[src/rtl/bancoreg_loader.sv]
// bancoreg_loader
// Drives the Bancoreg register bank from board switches and buttons.
// Both buttons go through a 2-flop synchronizer and a saturating stability
// counter. A press gives a one-cycle pulse.
//
// Modes:
//   FILL  : waits for a button pulse.
//   WRITE : one cycle that writes sw to the auto-incrementing address wptr.
//   SCAN  : steps the read-address pairs (rptr, 7-rptr) every SCAN_CYCLES.
//   CLR   : writes zero to addresses 0..7 on eight consecutive cycles.
//
// Ports:
//   clk, rst(async, active-low)   clock / reset
//   sw[3:0]                       data switches
//   btn_wr, btn_mode              raw bouncy push-buttons
//   addrW[2:0], datW[3:0]         bank write address / data
//   RegWrite                      bank write enable (registered)
//   addrRa[2:0], addrRb[2:0]      bank read addresses
//   mode[1:0]                     FSM state (00 FILL, 01 WRITE, 10 SCAN, 11 CLR)
//   full                          address 7 written since reset/clear
//
// Handshake: the bank has no ready signal. A write is taken on every rising
// edge where RegWrite=1. addrW and datW are stable for that whole cycle.
module bancoreg_loader #(
  parameter int DB_CYCLES   = 250000,
  parameter int SCAN_CYCLES = 50000000
) (
  input  logic       clk,
  input  logic       rst,
  input  logic [3:0] sw,
  input  logic       btn_wr,
  input  logic       btn_mode,
  output logic [2:0] addrW,
  output logic [3:0] datW,
  output logic       RegWrite,
  output logic [2:0] addrRa,
  output logic [2:0] addrRb,
  output logic [1:0] mode,
  output logic       full
);

  localparam int DBW = $clog2(DB_CYCLES) + 1;
  localparam int DWW = $clog2(SCAN_CYCLES) + 1;
  localparam logic [DBW-1:0] DB_MAX     = DBW'(DB_CYCLES);
  localparam logic [DBW-1:0] DB_ONE     = DBW'(1);
  localparam logic [DWW-1:0] DWELL_LAST = DWW'(SCAN_CYCLES - 1);
  localparam logic [DWW-1:0] DWELL_ONE  = DWW'(1);

  typedef enum logic [1:0] {
    FILL  = 2'b00,
    WRITE = 2'b01,
    SCAN  = 2'b10,
    CLR   = 2'b11
  } state_t;

  state_t state, state_n;

  // Button conditioning. Index 0 is the write button and index 1 is the
  // mode button.
  logic [1:0]     raw, sync1, sync2, deb, deb_q, pulse;
  logic [DBW-1:0] db_cnt [2];
  logic           wr_p, mode_p;

  assign raw = {btn_mode, btn_wr};

  always_ff @(posedge clk or negedge rst) begin
    if (!rst) begin
      sync1 <= '0;
      sync2 <= '0;
      deb_q <= '0;
      for (int i = 0; i < 2; i++) db_cnt[i] <= '0;
    end else begin
      sync1 <= raw;
      sync2 <= sync1;
      deb_q <= deb;
      for (int i = 0; i < 2; i++) begin
        if (!sync2[i])
          db_cnt[i] <= '0;
        else if (db_cnt[i] != DB_MAX)
          db_cnt[i] <= db_cnt[i] + DB_ONE;
      end
    end
  end

  always_comb begin
    deb = '0;
    for (int i = 0; i < 2; i++) deb[i] = (db_cnt[i] == DB_MAX);
    pulse = deb & ~deb_q;
  end

  assign wr_p   = pulse[0];
  assign mode_p = pulse[1];

  // Datapath state.
  logic [2:0]     wptr, cptr;
  logic [1:0]     rptr, rptr_n;
  logic [DWW-1:0] dwell;
  logic           scan_step;

  // FSM
  always_ff @(posedge clk or negedge rst) begin
    if (!rst) state <= FILL;
    else      state <= state_n;
  end

  always_comb begin
    state_n = state;
    case (state)
      FILL:  if (wr_p)           state_n = WRITE;  // wr_p wins over mode_p
             else if (mode_p)    state_n = SCAN;
      WRITE:                     state_n = FILL;
      SCAN:  if (mode_p)         state_n = CLR;
      CLR:   if (cptr == 3'd7)   state_n = FILL;
      default:                   state_n = FILL;
    endcase
  end

  assign scan_step = (state == SCAN) && (dwell == DWELL_LAST);
  assign rptr_n    = scan_step ? rptr + 2'd1 : rptr;

  always_ff @(posedge clk or negedge rst) begin
    if (!rst) begin
      wptr     <= '0;
      rptr     <= '0;
      cptr     <= '0;
      dwell    <= '0;
      full     <= 1'b0;
      datW     <= '0;
      RegWrite <= 1'b0;
      addrRa   <= 3'd0;
      addrRb   <= 3'd7;
    end else begin
      RegWrite <= (state_n == WRITE) || (state_n == CLR);

      // The dwell counter restarts on every entry to SCAN. rptr itself
      // persists, so a resumed scan continues from where it left off.
      if (state == SCAN)
        dwell <= scan_step ? '0 : dwell + DWELL_ONE;
      else
        dwell <= '0;
      rptr <= rptr_n;

      // The read addresses follow the pointer only while in SCAN. Using
      // rptr_n makes the outputs change on the same edge as the pointer.
      if (state_n == SCAN) begin
        addrRa <= {1'b0, rptr_n};
        addrRb <= 3'd7 - {1'b0, rptr_n};
      end

      case (state)
        FILL:  if (wr_p) datW <= sw;
        WRITE: begin
          wptr <= wptr + 3'd1;
          if (wptr == 3'd7) full <= 1'b1;
        end
        SCAN:  if (mode_p) datW <= 4'd0;
        CLR: begin
          cptr <= cptr + 3'd1;
          if (cptr == 3'd7) begin
            wptr <= '0;
            rptr <= '0;
            full <= 1'b0;
          end
        end
        default: ;
      endcase
    end
  end

  assign addrW = (state == CLR) ? cptr : wptr;
  assign mode  = state;

endmodule

[config.mk]
export PLATFORM = sky130hd
export DESIGN_NAME = bancoreg_loader
export DESIGN_NICKNAME = d
export VERILOG_FILES = /design/src/rtl/bancoreg_loader.sv
export SDC_FILE = /design/constraint.sdc
export NUM_CORES = 1
export LEC_CHECK = 0
export BUFFER_PORTS_ARGS = -buffer_cell sky130_fd_sc_hd__buf_2
export CORE_AREA = 5 5 97 99
export CTS_CLUSTER_DIAMETER = 200
export DETAILED_ROUTE_END_ITERATION = 8
export DIE_AREA = 0 0 102 104
export GPL_TIMING_DRIVEN = 1
export PLACE_DENSITY = 0.8
export SLEW_MARGIN = 20
export SYNTH_ARGS = -nofsm -noshare
export SYNTH_HDL_FRONTEND = slang
export SYNTH_SLANG_ARGS = --single-unit
[constraint.sdc]
create_clock -name clk -period 2.2 [get_ports clk]
set_input_delay 0.44 -clock clk [delete_from_list [all_inputs] [get_ports clk]]
set_output_delay 0.44 -clock clk [all_outputs]
set_load 0.01 [all_outputs]
---- Word level (Yosys, flattened, before mapping) ----
Index checks and enable logic that the tools add are counted.
storage, ports and cells
  register bits ........................... 92
  input bits .............................. 8
operators by class
  add/sub/neg operators ................... 7
  equal/unequal tests ..................... 19
  bitwise logic cells ..................... 2
  reduce and logical (&&, ||, !) cells .... 8
  muxes and demuxes ....................... 23
operator list
  operator                                                  number
  2-to-1 mux 19 bit                                         4
  2-to-1 mux 27 bit                                         2
  adder 19 x 1 -> 19 bit (second input constant)            2
  == test 19 x 18 -> 1 bit (second input constant)          2
  inequality test 19 x 18 -> 1 bit (second input constant)  2
  adder 27 x 1 -> 27 bit (second input constant)            1
  == test 27 x 26 -> 1 bit (second input constant)          1
  2-to-1 mux 2 bit                                          7
  == test 2 bit (second input constant)                     4
  2-to-1 mux 4 bit                                          2
  inequality test 2 bit (second input constant)             4
  case mux 2 bit (4 select lines)                           1
  case mux 4 bit (2 select lines)                           1
  adder 3 x 1 -> 3 bit (second input constant)              2
  == test 3 bit (second input constant)                     2
  2-to-1 mux 3 bit                                          2
  case mux 3 bit (2 select lines)                           1
  AND reduction 3 bit                                       2
  == test 2 x 1 -> 1 bit (second input constant)            2
  inequality test 2 x 1 -> 1 bit (second input constant)    2
  nonzero test 2 bit                                        2
  subtractor 3 x 2 -> 3 bit (first input constant)          1
  adder 2 x 1 -> 2 bit (second input constant)              1
  bitwise AND 2 bit                                         1
  7 further kinds                                           8

---- Logic depth before layout (Yosys ltp) ----
Gate-level depths: netlist of the first run.
  depth after elaboration ................. 7
  gate-level depth with buffers ........... 8
  depth with buffers taken out ............ 7

---- Least setup slack after synthesis of the first run ----
Ideal clock, no wire load.
  path kind ............................... register to register
  start point ............................. register db_cnt[0] (netlist bit)
  end point ............................... register addrRb[0]
  stages on the path, launching flop included .. 8
  path slack .............................. 15 ps
  arrival ................................. 2,103 ps
  setup time .............................. 82 ps
  period minus slack after synthesis ...... 2,185 ps
  data required time ...................... 2,118 ps
  cells stage by stage .................... dfrtp_1 inv_1 ha_1 nor4b_2 nand4_2 or4_1 a211o_1 mux2_4
on the way
  cells in the longest elaborated chain, start to end .. 6
  elaborated cells on any way between the ends .. 7
RTL lines
  element                              line  source
  from (decl)                          61    logic [DBW-1:0] db_cnt [2];
  from (signal, indexed assignment)    80    db_cnt[i] <= db_cnt[i] + DB_ONE;
  == test 19 x 18 -> 1 bit (*)         87    for (int i = 0; i < 2; i++) deb[i] = (db_cnt[i] == DB_MAX);
  bitwise AND 2 bit (*)                88    pulse = deb & ~deb_q;
  2-to-1 mux 2 bit                     110   else if (mode_p) state_n = SCAN;
  2-to-1 mux 2 bit                     109   FILL: if (wr_p) state_n = WRITE;
  case mux 2 bit (4 select lines) (*)  108   case (state)
  == test 2 bit (*)                    145   if (state_n == SCAN) begin
  to (signal assigned)                 147   addrRb <= 3'd7 - {1'b0, rptr_n};
  to (decl)                            37    output logic [2:0] addrRb,
Every way passes the cells marked *; elsewhere a longest branch is shown, timed or not.
A chain may end at the register's enable or synchronous reset.

---- Worst setup path after layout of the first run ----
Same ends and word-level chain as after synthesis.

==> out/results.tsv, run 1 <==
metric	value	unit
outcome	complete, no violations	
initial drt markers	136	
GP Congestion	0.8258	
WHS	0.007621	ns
predominant post-synthesis flop cell	dfrtp_1	
overflow left after global routing	0	
relative max-transition margin	66.31	%
final setup fails	0	
Synth area leaders	dfrtp_1 (50%), xnor2_1 (6.9%), xor2_1 (4.3%), and2_1 (3.9%), nand4_1 (3.4%)	
total CTS buffers	9	
CP cell instances	inv_1 -> ha_1 -> nor4b_4 -> nand4_2 -> or4_1 -> a211o_1 -> mux2_4	
area of placed instances	4801	um^2
routed wire length	8.478	mm
utilization after layout	59.58	%
Synth cell types	45	
post-DR vias/cell	5.520	
gr usage total	17.43	%
clock skew	0.01301	ns
Leak	2.227	nW
H-tree levels	3	
clk slew on worst S/H paths	0.09	ns
Die ar.	10610	um^2
Die H	104	um
clock buffer depth	2	
PD cells	613.8	nW/um^2
final hold vios	0	
clk root buf	clkbuf_8	
antenna violations before repair	0	
Syn Area/Cell	10.55	um^2
Seq/Total Area, Yosys	50.95	%
fin crit share	95.44	%
syn nets	441	
Post-synth EDFFs	0	
cell taking the most area after synthesis	dfrtp_1	
count of input and output buffers	22	
WS Path Type	flop to flop	
area share of the largest cell type after synthesis	49.78	%
ANT nets after route	0	
# IOs	25	
fin. max-slew vios	0	
final instance area	5044	um^2
CTS tree	done	
dpl ws	0.02877	ns
Multi-input gate area	2101	um^2
Synth-to-Final Area Change	12.72	%
Slew @ Worst Pin	0.5035	ns
total power	3.096	mW
Hold Path Class	input port to asynchronous set/reset pin	
synthesis-stage register bit count	91	
antenna cells	0	
Cell Area, Synth	4474	um^2
RSZ-0062 raised after global routing	true	
setup slack after layout	0.1003	ns
final routed DRC violation total	0	
worst r2r src	db_cnt[0]	
Clock Latency Late Sink	0.36	ns
Filler cells	681	
pin count of the biggest net entering global routing	43	
NumNets Final	477	
Worst VDD drop	0.4412	mV
via count	3163	
crit-path max FO	3	
Post-Synthesis Cells	424	
CP Launch Type	flop	
Max stage delay on crit path	0.47	ns
CP arrival	2.38	ns
slowest CP cell	or4_1	
row count	34	
Seq. cell area	2281	um^2
Max Cap Viol	0	
Post-CTS Setup Repair Bufs	0	
Async SR Flop Fraction	100.0	%
width of the die	102	um
wire length per cell	14.80	um
global-route wire length before repair	14.99	mm
Setup crit end kind	flop	
fraction of layout cells with a size suffix above 1	15.27	%
vias in the first global route	3260	
Starting Density	52.85	%
Buf/Inv on CP	1	
dpl hpwl	5.918	mm
Top delay family on crit path	simple AND/OR/NAND/NOR gates	
Tmin final	2.100	ns
worst setup path start	db_cnt[0]	
DR pass1 iterations	4	
Synth Warn #	0	
CP Data Required Time	2.48	ns
# clock sinks	91	
Core Area	8466	um^2
Fmax	0.4763	GHz
sequential cells by signal, indices dropped and copies added (netlist names), 3 cells and up:
register  flops
cptr          3
wptr          3
db_cnt       38
datW          4
dwell        27
worst paths after layout:
kind                       slack, ns  depth (start not counted)        end
setup / recovery                0.10                          7  addrRb[0]
hold / removal                 0.008                          1  dwell[10]
setup reg to reg                0.10                          7  addrRb[0]
hold reg to reg                 0.35                          0   sync2[0]
max in group asynchronous       1.58                          2  db_cnt[4]
min in group clk                0.18                          1   sync1[1]
kinds of logic (layout without fill, tap and decap cells):
| logic type | Yosys count | after routing | share of synthesized area [%] |
|---|---|---|---|
| AND/OR/NAND/NOR | 198 | 198 | 25.34 |
| flip-flops | 91 | 91 | 50.95 |
| XOR/XNOR | 57 | 57 | 11.16 |
| AO/OA/AOI/OAI | 28 | 28 | 4.055 |
| buffers and inverters | 25 | 66 | 2.293 |
| multiplexers | 14 | 14 | 3.523 |
| adder cells (fa/ha/maj) | 9 | 9 | 2.517 |
| other | 2 | 2 | 0.1678 |
cell usage in the layout (no fill, tap or decap), types with 11 or more instances in the layout:
cell type  synthesis  final
dfrtp_1           89     88
nor2_1            38     38
xnor2_1           35     35
and2_1            28     28
nand2_1           24     24
nand4_1           24     24
xor2_1            22     22
buf_2              1     21
nand3_1           19     19
buf_4              2     16
inv_1             11     11
o21ai_0           11     11
clkbuf_8           0     11
what timing repair did:
item	4_1_cts	5_1_grt
gates resized for setup	0	3
hold buffers	0	0
endpoints found under the setup margin	0	7
stage by stage:
step	cells	setup TNS [ns]
6_report	573	0
5_1_grt	573	-0.08279
4_1_cts	573	0
3_5_place_dp	557	0
3_3_place_gp	557	0
2_1_floorplan	424	0
per-layer routing:
layer / wire, um / up-vias / part of all wire, % / track usage, %
met1: 3712 / 1568 / 44 / 22.72
li1: - / 1533 / - / -
met5: 0 / - / 0 / 0
met3: 372 / 12 / 4.4 / 5.164
met2: 4270 / 50 / 50 / 28.04
met4: 123 / 0 / 1.5 / 5.061
worst reg2reg max path: stages, from the launching register on:
cell and delay, ns:
dfrtp_1 0.39, inv_1 0.06, ha_1 0.15, nor4b_4 0.20
nand4_2 0.11, or4_1 0.48, a211o_1 0.34, mux2_4 0.31
synth_stat cells (11+ instances only):
cell and number:
nand2_1 24, nand3_1 19, nand4_1 24, xnor2_1 35
and2_1 28, xor2_1 22, clkbuf_1 11, dfrtp_1 89
inv_1 11, o21ai_0 11, nor2_1 38
power by group:
| group | total [mW] | switching (mW) | internal, mW |
|---|---|---|---|
| logic | 0.101 | 0.0595 | 0.0417 |
| registers | 1.70 | 0.0162 | 1.68 |
| clock network | 1.29 | 0.591 | 0.704 |
| total | 3.10 | 0.667 | 2.43 |
cell type report:
type                    count  area share [%]
flip-flops and latches     91           45.22
inverters                  11          0.8187
clock buffers              12           3.076
multi-input cells         308           41.65
well taps                 108           2.679
repair buffers             39           5.086
clock inverters             4           1.464
Note: power is estimated with default switching activity, not from simulation.
==> inputs of run 2 (changes only) <==
--- a/config.mk
+++ b/config.mk
@@ -6,11 +6,11 @@
 export NUM_CORES = 1
 export LEC_CHECK = 0
 export BUFFER_PORTS_ARGS = -buffer_cell sky130_fd_sc_hd__buf_2
-export CORE_AREA = 5 5 97 99
+export CORE_AREA = 5 5 83 115
 export CTS_CLUSTER_DIAMETER = 200
 export DETAILED_ROUTE_END_ITERATION = 8
-export DIE_AREA = 0 0 102 104
-export GPL_TIMING_DRIVEN = 1
+export DIE_AREA = 0 0 88 120
+export GPL_ROUTABILITY_DRIVEN = 0
 export PLACE_DENSITY = 0.8
 export SLEW_MARGIN = 20
 export SYNTH_ARGS = -nofsm -noshare
==> out/results.tsv, run 2 (synthesized netlist as in run 1, its figures left out) <==
metric	value	unit
outcome	complete, no violations	
wl on met1	3.577	mm
dpl hpwl	6.478	mm
Worst VDD drop	0.5697	mV
routed wire length	9.120	mm
NumNets Final	481	
CP arrival	2.43	ns
final routed DRC violation total	0	
Slew @ Worst Pin	0.5265	ns
relative max-transition margin	64.90	%
# clock sinks	91	
setup slack after layout	0.03320	ns
clk root buf	clkbuf_16	
WHS	0.03152	ns
CP Data Required Time	2.47	ns
setup TNS	0	ns
utilization after layout	60.53	%
vias in the first global route	3452	
Synth-to-Final Area Change	14.43	%
crit-path max FO	3	
post-DR vias/cell	5.624	
Die H	120	um
gr usage total	18.78	%
overflow left after global routing	0	
Clock Latency Late Sink	0.34	ns
global-route wire length before repair	15.61	mm
CP Launch Type	flop	
total CTS buffers	9	
wire length on met2	5.023	mm
width of the die	88	um
R2R setup slack	0.03	ns
Core Area	8458	um^2
Setup crit end kind	flop	
clk slew on worst S/H paths	0.06	ns
H-tree levels	3	
RR Endpoint	addrRb[1]	
fraction of layout cells with a size suffix above 1	16.20	%
top flop regs	db_cnt (38), dwell (27), datW (4)	
clock skew	0.005473	ns
worst r2r src	db_cnt[0]	
DR pass1 iterations	4	
clock buffer depth	2	
via count	3228	
met3 wire len	299	um
WS Path Type	flop to flop	
# IOs	25	
antenna cells	0	
Fmax	0.4615	GHz
Post-CTS Setup Repair Bufs	0	
Tmin final	2.167	ns
Max Cap Viol	0	
fin crit share	98.49	%
Leak	2.262	nW
max reg flops	38	
most frequent cells in the layout	dfrtp_1 (89), nor2_1 (38), xnor2_1 (35)	
dpl ws	0.003875	ns
wire length per cell	15.89	um
Die ar.	10560	um^2
CTS tree	done	
antenna violations before repair	0	
final hold vios	0	
count of input and output buffers	22	
register name with the most flops	db_cnt	
final setup fails	0	
RSZ-0062 raised after global routing	true	
pin count of the biggest net entering global routing	45	
initial drt markers	160	
Starting Density	52.90	%
fin. max-slew vios	0	
commonest non-fill, non-tap cell in the layout	dfrtp_1	
FF-to-FF path depth	7	
row count	40	
Highest Signal Layer	met4	
Hold Path Class	input port to asynchronous set/reset pin	
PD cells	627.2	nW/um^2
ANT nets after route	0	
-- run 2: cell types whose count changed in the layout (fill, tap and decap cells not counted), sizes merged --
cell,delta
buf,+4
bufinv,-2
clkbuf,-2
clkinv,+2
clkinvlp,+2
-- run 2: how the worst max path moves through the flow --
stage                 to  startpoint  slack, ns
6_report       addrRb[1]   db_cnt[0]       0.03
5_1_grt        addrRa[1]   db_cnt[0]      -0.04
4_1_cts        addrRa[1]   db_cnt[0]       0.02
3_5_place_dp   addrRa[1]   db_cnt[0]      0.004
3_3_place_gp   addrRa[0]   db_cnt[0]       0.05
2_1_floorplan  addrRb[0]   db_cnt[0]       0.01
-- run 2: what timing repair did --
action | CTS | global route
hold buffers | 0 | 0
resized for setup | 0 | 4
endpoints found under the setup margin | 2 | 6
pin swaps | 1 | 2
-- run 2: metal layers --
layer  vias to the layer above  GRT usage [%]
met5                         -              0
met4                         0          7.486
met3                        21          5.014
met2                        53          32.45
met1                      1615          21.63
li1                       1539              -
-- run 2: cell type report --
cell class,count,area [um^2]
clock buffers,10,229.0
clock inverters,6,42.54
fillers,691,3338
inverters,11,41.29
multi-input cells,308,2110
flip-flops and latches,91,2280
well taps,105,131.4
repair buffers,43,286.5
-- run 2: worst max-delay path, cell delays in order, from the launching register on --
cell and delay, ns:
dfrtp_1 0.38, inv_1 0.06, ha_1 0.15, nor4b_4 0.19
nand4_2 0.13, or4_1 0.49, a211o_1 0.38, mux2_4 0.32
-- run 2: metrics by stage --
stage | power, mW | cells | instance area, um^2
after CTS | 3.245 | 574 | 5099
after global placement | 1.828 | 558 | 4827
after detailed placement | 1.832 | 558 | 4827
after global routing | 3.335 | 574 | 5120
after floorplan | 1.770 | 424 | 4474
final | 3.211 | 574 | 5120
-- run 2: where the power goes --
part	leakage, nW	internal (mW)	switching (mW)
Clock	0.128	0.765	0.643
Combinational	0.905	0.0409	0.0591
Sequential	1.23	1.69	0.0178
==> inputs of run 3 (changes only) <==
--- a/config.mk
+++ b/config.mk
@@ -5,11 +5,13 @@
 export SDC_FILE = /design/constraint.sdc
 export NUM_CORES = 1
 export LEC_CHECK = 0
-export BUFFER_PORTS_ARGS = -buffer_cell sky130_fd_sc_hd__buf_2
-export CORE_AREA = 5 5 83 115
+export ABC_AREA = 1
+export BUFFER_PORTS_ARGS = -buffer_cell sky130_fd_sc_hd__buf_4
+export CORE_AREA = 5 5 86 119
 export CTS_CLUSTER_DIAMETER = 200
+export CTS_CLUSTER_SIZE = 30
 export DETAILED_ROUTE_END_ITERATION = 8
-export DIE_AREA = 0 0 88 120
+export DIE_AREA = 0 0 91 124
 export GPL_ROUTABILITY_DRIVEN = 0
 export PLACE_DENSITY = 0.8
 export SLEW_MARGIN = 20
==> out/results.tsv, run 3 <==
metric	value	unit
Worst VDD drop	0.5873	mV
count of input and output buffers	22	
Post-Synthesis Cells	600	
antenna cells	0	
via count	4030	
final hold vios	0	
fin crit share	88.68	%
Die H	124	um
wire length per cell	13.93	um
antenna violations before repair	0	
WS Path Type	flop to output pin	
commonest non-fill, non-tap cell in the layout	nand2_1	
Leak	2.527	nW
total CTS buffers	9	
register name with the most flops	db_cnt	
Max Cap Viol	0	
top flop regs	db_cnt (38), dwell (27), datW (4)	
vias in the first global route	4080	
width of the die	91	um
# clock sinks	91	
total power	3.377	mW
final routed DRC violation total	0	
Async SR Flop Fraction	100.0	%
CP Launch Type	flop	
gr usage total	19.55	%
pin count of the biggest net entering global routing	38	
NumNets Final	647	
Post-CTS Setup Repair Bufs	0	
cell taking the most area after synthesis	dfrtp_1	
predominant post-synthesis flop cell	dfrtp_1	
clk root buf	clkbuf_16	
DR pass1 iterations	5	
area share of the largest cell type after synthesis	46.09	%
RSZ-0062 raised after global routing	false	
CP cell instances	nand2_2 -> o21ai_0 -> buf_4	
Synth-to-Final Area Change	11.99	%
clk slew on worst S/H paths	0.07	ns
Hold Path Class	input port to asynchronous set/reset pin	
H-tree levels	3	
Core Area	8977	um^2
CP Data Required Time	1.76	ns
Syn Area/Cell	8.054	um^2
Post-CTS Resized	0	
cts hold-fix bufs	0	
dpl hpwl	7.671	mm
utilization after layout	60.28	%
Clock Latency Late Sink	0.34	ns
count leader, synth	nand2_1	
PD cells	624.0	nW/um^2
Synth area leaders	dfrtp_1 (46%), nand2_1 (8.4%), nor2_1 (7.0%), inv_1 (6.4%), nand3_1 (4.5%)	
overflow left after global routing	0	
Tmin final	1.951	ns
synth cell count leaders	nand2_1 (108), nor2_1 (90), dfrtp_1 (89)	
max reg flops	38	
slowest CP cell	dfrtp_1	
Setup crit end kind	output pin	
setup TNS	0	ns
Starting Density	53.83	%
Cell Area, Synth	4832	um^2
crit-path max FO	12	
CP arrival	1.51	ns
worst setup path start	mode[0]	
# IOs	25	
initial drt markers	176	
post-DR vias/cell	5.431	
synthesis-stage register bit count	91	
CTS tree	done	
fraction of layout cells with a size suffix above 1	14.17	%
syn nets	617	
Seq/Total Area, Yosys	47.18	%
Synth cell types	43	
Fmax	0.5126	GHz
outcome	complete, no violations	
fin. max-slew vios	0	
most frequent cells in the layout	nand2_1 (108), nor2_1 (90), dfrtp_1 (89)	
clock buffer depth	2	
ANT nets after route	0	
clock skew	0.007044	ns
Synth Warn #	0	
routed wire length	10.34	mm
Max stage delay on crit path	0.56	ns
row count	41	
Post-synth EDFFs	0	
global-route wire length before repair	18.06	mm
final setup fails	0	
Die ar.	11280	um^2
worst r2r src	db_cnt[0]	
run 3: cell types whose count changed after synthesis, moves of 11 or more:
cell | before | now
nand2_1 | 24 | 108
inv_1 | 11 | 82
nor2_1 | 38 | 90
xnor2_1 | 35 | 4
and2_1 | 28 | 0
a21oi_1 | 3 | 30
nand3_1 | 19 | 43
o21ai_0 | 11 | 25
nand2_2 | 0 | 11
nand4_1 | 24 | 13
run 3: metrics by stage:
step / cells / hold slack (ns) / worst slack (ns) / instance area [um^2]
global placement: 726 / 0.3346 / 0.5434 / 5129
detailed placement: 726 / 0.3355 / 0.4179 / 5129
floorplan: 600 / 0.1444 / 0.5794 / 4832
global route: 742 / 0.08850 / 0.1366 / 5411
CTS: 742 / 0.07219 / 0.2385 / 5411
finish: 742 / 0.05841 / 0.2491 / 5411
run 3: kinds of logic (layout without fill, tap and decap cells):
| family | Yosys count | count (layout) | share of synthesized area, % |
|---|---|---|---|
| simple gates | 313 | 313 | 31.07 |
| other cells | 2 | 2 | 0.1554 |
| buf+inv | 96 | 131 | 7.768 |
| compound gates | 69 | 69 | 7.768 |
| mux | 2 | 2 | 0.4660 |
| xor+xnor | 18 | 18 | 3.263 |
| fa+ha+maj | 9 | 9 | 2.330 |
| flops | 91 | 91 | 47.18 |
run 3: layout make-up:
type	instances	area (um^2)
sequential	91	2280
clock buffer	13	260.3
clock inverter	3	22.52
timing repair buffer	25	200.2
fill	766	3566
tap	107	133.9
multi-input combinational	413	2177
inverter	90	337.8
run 3: final timing paths:
kind                                  end  slack [ns]  cells after the start
worst max-delay path             addrW[0]        0.25                      3
worst min-delay path            dwell[19]        0.06                      1
worst max register to register  addrRa[0]        0.44                     13
worst min register to register   sync2[1]        0.35                      0
max in group asynchronous         cptr[1]        1.58                      2
min in group clk                 sync1[0]        0.20                      1
run 3: per-layer routing:
layer	wire length (um)	track usage, %	vias to the layer above	part of all wire (%)
met1	4370	22.87	1941	42
met4	231	8.257	0	2.2
met3	349	3.625	18	3.4
li1	-	-	1979	-
met5	0	0	-	0
met2	5384	35.11	92	52
run 3: critical path: cells and delay by family (launching register included):
kind | cells | cell delay [ns]
DFF | 1 | 0.56
and+or+nand+nor | 1 | 0.24
AOI/OAI and AO/OA | 1 | 0.23
buffers and inverters | 1 | 0.15
run 3: where the power goes:
part / leakage, nW / internal, mW / total [mW] / switching (mW)
clock: 0.128 / 0.829 / 1.48 / 0.647
combinational: 1.17 / 0.0553 / 0.156 / 0.100
sequential: 1.23 / 1.70 / 1.75 / 0.0421
total: 2.53 / 2.59 / 3.38 / 0.789
